===== src/rtl/hazard_stall_ctrl.sv =====
// Pipeline hazard and data-memory freeze controller: load-use and ID-branch operand
// bubbles, whole-pipeline freeze on dmem wait with timeout, saturating activity counters.
//
//   state    | meaning
//   ---------+-----------------------------------------------------------
//   RUN      | no outstanding dmem wait; hazards evaluated normally
//   MEM_WAIT | dmem access pending, wait_cnt counts wait cycles to timeout
module hazard_stall_ctrl #(
   parameter int MEM_TIMEOUT = 16,
   parameter int CNT_W       = 32
) (
   input  logic             clk,
   input  logic             rst,
   input  logic [4:0]       id_rs1,
   input  logic [4:0]       id_rs2,
   input  logic             id_use_rs1,
   input  logic             id_use_rs2,
   input  logic             id_branch,
   input  logic [4:0]       ex_rd,
   input  logic             ex_regwrite,
   input  logic             ex_memread,
   input  logic [4:0]       mem_rd,
   input  logic             mem_memread,
   input  logic             mem_memwrite,
   input  logic             dmem_ready,
   output logic             stall_o,
   output logic             pc_write_o,
   output logic             ifid_write_o,
   output logic             freeze_o,
   output logic             mem_err_o,
   output logic [CNT_W-1:0] stall_cnt_o,
   output logic [CNT_W-1:0] freeze_cnt_o
);

   localparam int WC_W = $clog2(MEM_TIMEOUT + 1);
   localparam logic [WC_W-1:0] WC_MAX = WC_W'(MEM_TIMEOUT);

   typedef enum logic {RUN, MEM_WAIT} state_t;

   state_t          state, state_nxt;
   logic [WC_W-1:0] wait_cnt, wait_cnt_nxt;
   logic            m_ex, m_mem, hz, memreq, timeout;

   always_comb begin
      m_ex  = (ex_rd != 5'd0) &&
              ((id_use_rs1 && (id_rs1 == ex_rd)) || (id_use_rs2 && (id_rs2 == ex_rd)));
      m_mem = (mem_rd != 5'd0) &&
              ((id_use_rs1 && (id_rs1 == mem_rd)) || (id_use_rs2 && (id_rs2 == mem_rd)));
      hz    = (ex_memread && m_ex) ||
              (id_branch && ex_regwrite && m_ex) ||
              (id_branch && mem_memread && m_mem);
      memreq = mem_memread || mem_memwrite;
   end

   always_comb begin
      state_nxt    = state;
      wait_cnt_nxt = wait_cnt;
      timeout      = 1'b0;
      case (state)
         RUN: begin
            wait_cnt_nxt = '0;
            if (memreq && !dmem_ready) begin
               state_nxt    = MEM_WAIT;
               wait_cnt_nxt = WC_W'(1);
            end
         end
         MEM_WAIT: begin
            if (dmem_ready) begin
               state_nxt    = RUN;
               wait_cnt_nxt = '0;
            end else if (wait_cnt == WC_MAX) begin
               state_nxt    = RUN;
               wait_cnt_nxt = '0;
               timeout      = 1'b1;
            end else begin
               wait_cnt_nxt = wait_cnt + 1'b1;
            end
         end
         default: begin
            state_nxt    = RUN;
            wait_cnt_nxt = '0;
         end
      endcase
   end

   // On the timeout cycle the access is abandoned, so the pipeline is released.
   always_comb begin
      freeze_o     = !rst && memreq && !dmem_ready && !timeout;
      stall_o      = !rst && !freeze_o && hz;
      pc_write_o   = !(freeze_o || stall_o);
      ifid_write_o = !(freeze_o || stall_o);
   end

   always_ff @(posedge clk) begin
      if (rst) begin
         state        <= RUN;
         wait_cnt     <= '0;
         mem_err_o    <= 1'b0;
         stall_cnt_o  <= '0;
         freeze_cnt_o <= '0;
      end else begin
         state     <= state_nxt;
         wait_cnt  <= wait_cnt_nxt;
         mem_err_o <= timeout;
         if (stall_o && (stall_cnt_o != '1))
            stall_cnt_o <= stall_cnt_o + 1'b1;
         if (freeze_o && (freeze_cnt_o != '1))
            freeze_cnt_o <= freeze_cnt_o + 1'b1;
      end
   end

endmodule


===== config.mk =====
export PLATFORM = sky130hd
export DESIGN_NAME = hazard_stall_ctrl
export DESIGN_NICKNAME = d
export VERILOG_FILES = /design/src/rtl/hazard_stall_ctrl.sv
export SDC_FILE = /design/constraint.sdc
export NUM_CORES = 1
export LEC_CHECK = 0
export CAP_MARGIN = 20
export CORE_ASPECT_RATIO = 0.75
export CORE_MARGIN = 2
export CORE_UTILIZATION = 44
export CTS_CLUSTER_SIZE = 8
export DETAILED_ROUTE_END_ITERATION = 16
export PLACE_DENSITY = 0.76
export SLEW_MARGIN = 0
export SYNTH_ARGS = -nofsm -noshare
export SYNTH_HDL_FRONTEND = slang
export SYNTH_SLANG_ARGS = --single-unit

===== constraint.sdc =====
create_clock -name clk -period 2.2 [get_ports clk]
set_clock_uncertainty 0.15 [all_clocks]
set_input_delay 0.33 -clock clk [delete_from_list [all_inputs] [get_ports clk]]
set_output_delay 0.33 -clock clk [all_outputs]
set_load 0.02 [all_outputs]

* After elaboration in Yosys (flattened, before gate mapping)
Cells that the tools add are included.
Storage, ports and cells: logic and storage cells 59, register bits after elaboration 71
Operators by class: reduce and logical (&&, ||, !) cells 32, bitwise logic cells 1, add/sub/neg operators 3, equality and inequality tests 7, mux-type cells 11
Operators by type and width (count):
- $add 32x1->32 const B | 2
- $ne 32x32->1 const B | 2
- $eq 5x5->1 | 4
- $logic_and 1x1->1 | 19
- $mux 5 | 2
- $pmux 5 s2 | 1
- $reduce_bool 5->1 | 2
- $mux 1 | 7
- $logic_or 1x1->1 | 6
- $add 5x1->5 const B | 1
- $eq 5x5->1 const B | 1
- $logic_not 1->1 | 5
- $pmux 1 s2 | 1
- $not 1->1 | 1

* Logic depth before layout (Yosys ltp)
word-level depth 11, depth in mapped cells 11

* Worst setup path before layout
OpenSTA, ideal clock, no wires.
path type register to output, start register wait_cnt[0], end output pc_write_o, setup slack -0.672 ns, arrival 2.392 ns, cell stages (with the launch flop) 12, path buffers 3, cell sequence dfxtp_1 -> inv_1 -> ha_1 -> and4bb_4 -> a211oi_1 -> nor2_1 -> a32oi_1 -> buf_2 -> buf_4 -> inv_2 -> nor2_1 -> buf_4
On the way: longest elaborated chain between the ends 11
Ends and longest elaborated chain:
- start, declared | line 41 | logic [WC_W-1:0] wait_cnt, wait_cnt_nxt;
- start signal, assigned | line 103 | wait_cnt <= wait_cnt_nxt;
- $eq 5x5->1 | line 71 | end else if (wait_cnt == WC_MAX) begin
- $mux 1 | line 71
- $mux 1 | line 68 | if (dmem_ready) begin
- $mux 1 | line 59 | case (state)
- $logic_not 1->1 | line 88 | freeze_o = !rst && memreq && !dmem_ready && !timeout;
- $logic_and 1x1->1 | line 88
- $logic_not 1->1 | line 89 | stall_o = !rst && !freeze_o && hz;
- $logic_and 1x1->1 (2 in series) | line 89
- via stall_o | line 26 | output logic stall_o,
- $logic_or 1x1->1
- $logic_not 1->1
- end, declared | line 27 | output logic pc_write_o,
The timed path passes the listed nets, and every way through them passes these cells.

* Worst setup path after layout
start input mem_rd[2], end output pc_write_o
On the way: longest elaborated chain between the ends 9, elaborated cells between the ends (all ways) 12, classes of those cells eq/ne: 2; reduce/logical: 10
Ends and longest elaborated chain:
- start, declared | line 22 | input logic [4:0] mem_rd,
- $eq 5x5->1 | line 48 | ((id_use_rs1 && (id_rs1 == mem_rd)) || (id_use_rs2 && (id_rs2 == mem_rd)));
- $logic_and 1x1->1 | line 48
- $logic_or 1x1->1 | line 48
- $logic_and 1x1->1 * | line 47 | m_mem = (mem_rd != 5'd0) &&
- $logic_and 1x1->1 * | line 51 | (id_branch && mem_memread && m_mem);
- $logic_or 1x1->1 * | line 50 | (id_branch && ex_regwrite && m_ex) ||
- $logic_and 1x1->1 * | line 89
- $logic_or 1x1->1 * | line 90 | pc_write_o = !(freeze_o || stall_o);
- $logic_not 1->1 * | line 90
Mark *: on every way between the ends. The rest lies on a longest branch, timed or not.

==> impl_metrics.tcl <==
set metrics [dict create \
    post-place-ws_ns -0.916 \
    worstMarginPinSlew_ns 0.718 \
    grt_max_degree 68 \
    synth_compound_area_share_pct 13.3 \
    area_delta_synth_final_pct 57.5 \
    slew_viol_final 0 \
    grt_first_pass_wirelength_mm 18.6 \
    crit_chain "dlygate4sd2_1, or4_1, o211ai_1, nor3_1, a32oi_2, buf_6, inv_8, nor2_4, buf_6" \
    synth_top_area_cell "dfxtp_1" \
    slowest_stage "or4_1" \
    cts_tree "yes" \
    finalWirelength_mm 11.3 \
    gp_congestion 0.863 \
    detail_route.wl_per_cell_um 15.2 \
    synth_simple_gate_area_share_pct 32.1 \
    p_comb_share_pct 8.1 \
    r2r_slack_ns -0.27 \
    ant_nets 0 \
    final_common_cell "clkdlybuf4s50_1" \
    cts_num_sinks 71 \
    power.total_mw 2.86 \
    synthesis.nets 500 \
    die_h_um 84.5 \
    power_frac_clock_pct 46.6 \
    rows 29 \
    die_x_um 111 \
    drc_errors 0 \
    cp_common_cell "buf_6" \
    max_slew_margin_pct 52.1 \
    cts_max_path_buffers 2 \
    layout_common_cells "clkdlybuf4s50_1, buf_4, dfxtp_1" \
    cp-start-kind "primary input" \
    cts_buffers 9 \
    p_sw_share_pct 23.0 \
    setup_viol 60 \
    timing.critical_path.fanout_max 2 \
    synth.area.top_cells "dfxtp_1, nand4_1, xnor2_1" \
    r2r_end "freeze_cnt_o[9]$_SDFFE_PP0P_" \
    coreArea_um2 8420 \
    drt_first_iter_violations 320 \
    layout_setup_ws_ns -0.299 \
    synth_ff_type "dfxtp_1" \
    startpoint "mem_rd[2]" \
    synth_area_per_cell_um2 8.17 \
    synth_xor_area_share_pct 10.8 \
    synth_edf_count 0 \
    drive_above_1_share_pct 24.2 \
    status "finished, violations left" \
    period_share_pct 114 \
    worstPathRequired_ns 1.72 \
    dp.cells 713 \
    switching_power_mw 0.657 \
    avgViaCountPerCell 5.65 \
    detailed_place_hpwl_mm 7.71 \
    syn_inst 466 \
    antenna_found_initial 0 \
    track_usage_pct 23.9 \
    ys_warn_count 0 \
    start_util_pct 45.2 \
    insertion_delay_ns 0.34 \
    cts_max_level 3 \
    yosys_register_bits 71 \
    fin_nets 662 \
    critical_path_class "primary input to output port" \
    yosysSeqAreaShare_pct 37.4 \
    leakage_nw 2.10 \
    p_int_mw 2.20 \
    ir_drop_mv 0.459 \
    r2r_cells 12 \
    muxShareOfSynthArea_pct 0.888 \
    layout_min_cycle_time_ns 2.50 \
    async_flop_share_pct 0 \
    diodes 0 \
    fin_cells 741 \
    grt_pass1_vias 3962 \
    violations "setup timing" \
    path_clk_slew_ns 0.05 \
    synth_top_family_by_area "simple AND/OR/NAND/NOR gates" \
    whs_ns 0.216 \
    yosys.area_share.adder_pct 1.32 \
    endpoint_kind "output port" \
    port_buffers 98 \
    maxCapViolCount 0 \
    seqPwrFrac_pct 45.3 \
    dr.pass1.iters 5 \
    rsz0062_at_grt "true" \
    num_vias 4190 \
    finalHoldViolations 0 \
    worstSetupEndpoint "pc_write_o" \
    io_pins 99 \
    root_buffer "clkbuf_16" \
    slowest_delay_ns 0.50 \
    synth_top_area_share_pct 37.4 \
    synth_area_um2 3800 \
    max_freq_mhz 400 \
    rr_startpoint "wait_cnt[1]$_SDFF_PP0_" \
    dieArea_um2 9420 \
    powerDensity_nw_per_um2 477 \
    grt.overflow.total 0 \
    critPathArrivalTime_ns 2.02 \
    hold_class "primary input to flip-flop" \
    synth_cell_types 39 \
    fin_util_pct 71.2 \
]
[routing by layer]
| layer | global-route usage, % | part of all wire, % | vias up |
|---|---|---|---|
| li1 | - | - | 2040 |
| met1 | 31.2 | 45 | 1992 |
| met2 | 39.7 | 47 | 143 |
| met3 | 6.21 | 6.2 | 15 |
| met4 | 6.51 | 1.4 | 0 |
| met5 | 0 | 0 | - |
[flip-flops by register name, indices dropped and copies added (netlist names)]
signal and count:
wait_cnt 5, stall_cnt_o 32, mem_err_o 1, freeze_cnt_o 32
state 1
[power by group through the flow]
stage,registers (mW),clock network (mW),logic [mW]
after global placement,1.32,0,0.208
after CTS,1.30,1.36,0.225
after global routing,1.30,1.41,0.249
after detailed placement,1.32,0,0.213
after floorplan,1.33,0,0.0946
final,1.30,1.33,0.232
[worst min path at each step]
stage | from | cells past startpoint | end | slack (ns)
after floorplan | dmem_ready | 1 | wait_cnt[0]$_SDFF_PP0_ | 0.25
after global placement | stall_cnt_o[6]$_SDFFE_PP0P_ | 2 | stall_cnt_o[6]$_SDFFE_PP0P_ | 0.31
after detailed placement | stall_cnt_o[6]$_SDFFE_PP0P_ | 2 | stall_cnt_o[6]$_SDFFE_PP0P_ | 0.33
after CTS | rst | 3 | wait_cnt[0]$_SDFF_PP0_ | 0.21
after global routing | rst | 3 | wait_cnt[0]$_SDFF_PP0_ | 0.23
final | rst | 3 | wait_cnt[0]$_SDFF_PP0_ | 0.22
[stage by stage]
step / instance area (um^2) / setup TNS (ns)
floorplan: 3910 / -0.577
global placement: 5410 / -32.60
detailed placement: 5410 / -35.63
CTS: 5900 / -8.58
finish: 5990 / -9.03
global route: 5990 / -16.31
[area by class of cell]
cell class / count / area, um^2
Clock inverter: 4 / 22.5
Multi-Input combinational cell: 358 / 2450
Timing Repair Buffer: 179 / 1660
Inverter: 9 / 41.3
Tap cell: 108 / 135
Sequential cell: 71 / 1440
Clock buffer: 12 / 246
Fill cell: 648 / 2420
[cell families (layout without fill, tap and decap cells)]
kind of cell	count (synthesis)	count (layout)
xor gates and xnor gates	47	47
AOI/OAI and AO/OA	85	85
DFF	71	71
adders and majority gates	4	4
muxes	3	3
and+or+nand+nor	219	219
buffers and inverters	37	204
[what timing repair did]
action	4_1_cts	5_1_grt
endpoints found under the setup margin	60	68
pin swaps	23	8
cloned	1	0
hold buffers	0	0
setup buffers	7	4
resized for setup	66	18
[cells in the mapped netlist (3+ instances only)]
cell	instances
buf_4	3
and4_1	10
nand2_1	21
clkbuf_1	15
xor2_1	22
o31ai_1	12
ha_1	4
buf_2	10
or3_1	22
and2_1	5
inv_1	8
nand3b_1	3
dfxtp_1	71
mux2_2	3
a21oi_1	40
o21ai_0	23
nor4_1	5
nor2_1	47
and3_1	10
nand4_1	41
nand3_1	25
xnor2_1	25
nor3_1	11
or4_1	12
[worst max-delay path: cells and delay by family]
kind | cells | cell delay, ns
AOI/OAI and AO/OA | 2 | 0.41
and+or+nand+nor | 3 | 0.70
buffers and inverters | 4 | 0.57
No activity file was read; power rests on OpenSTA's default activity.
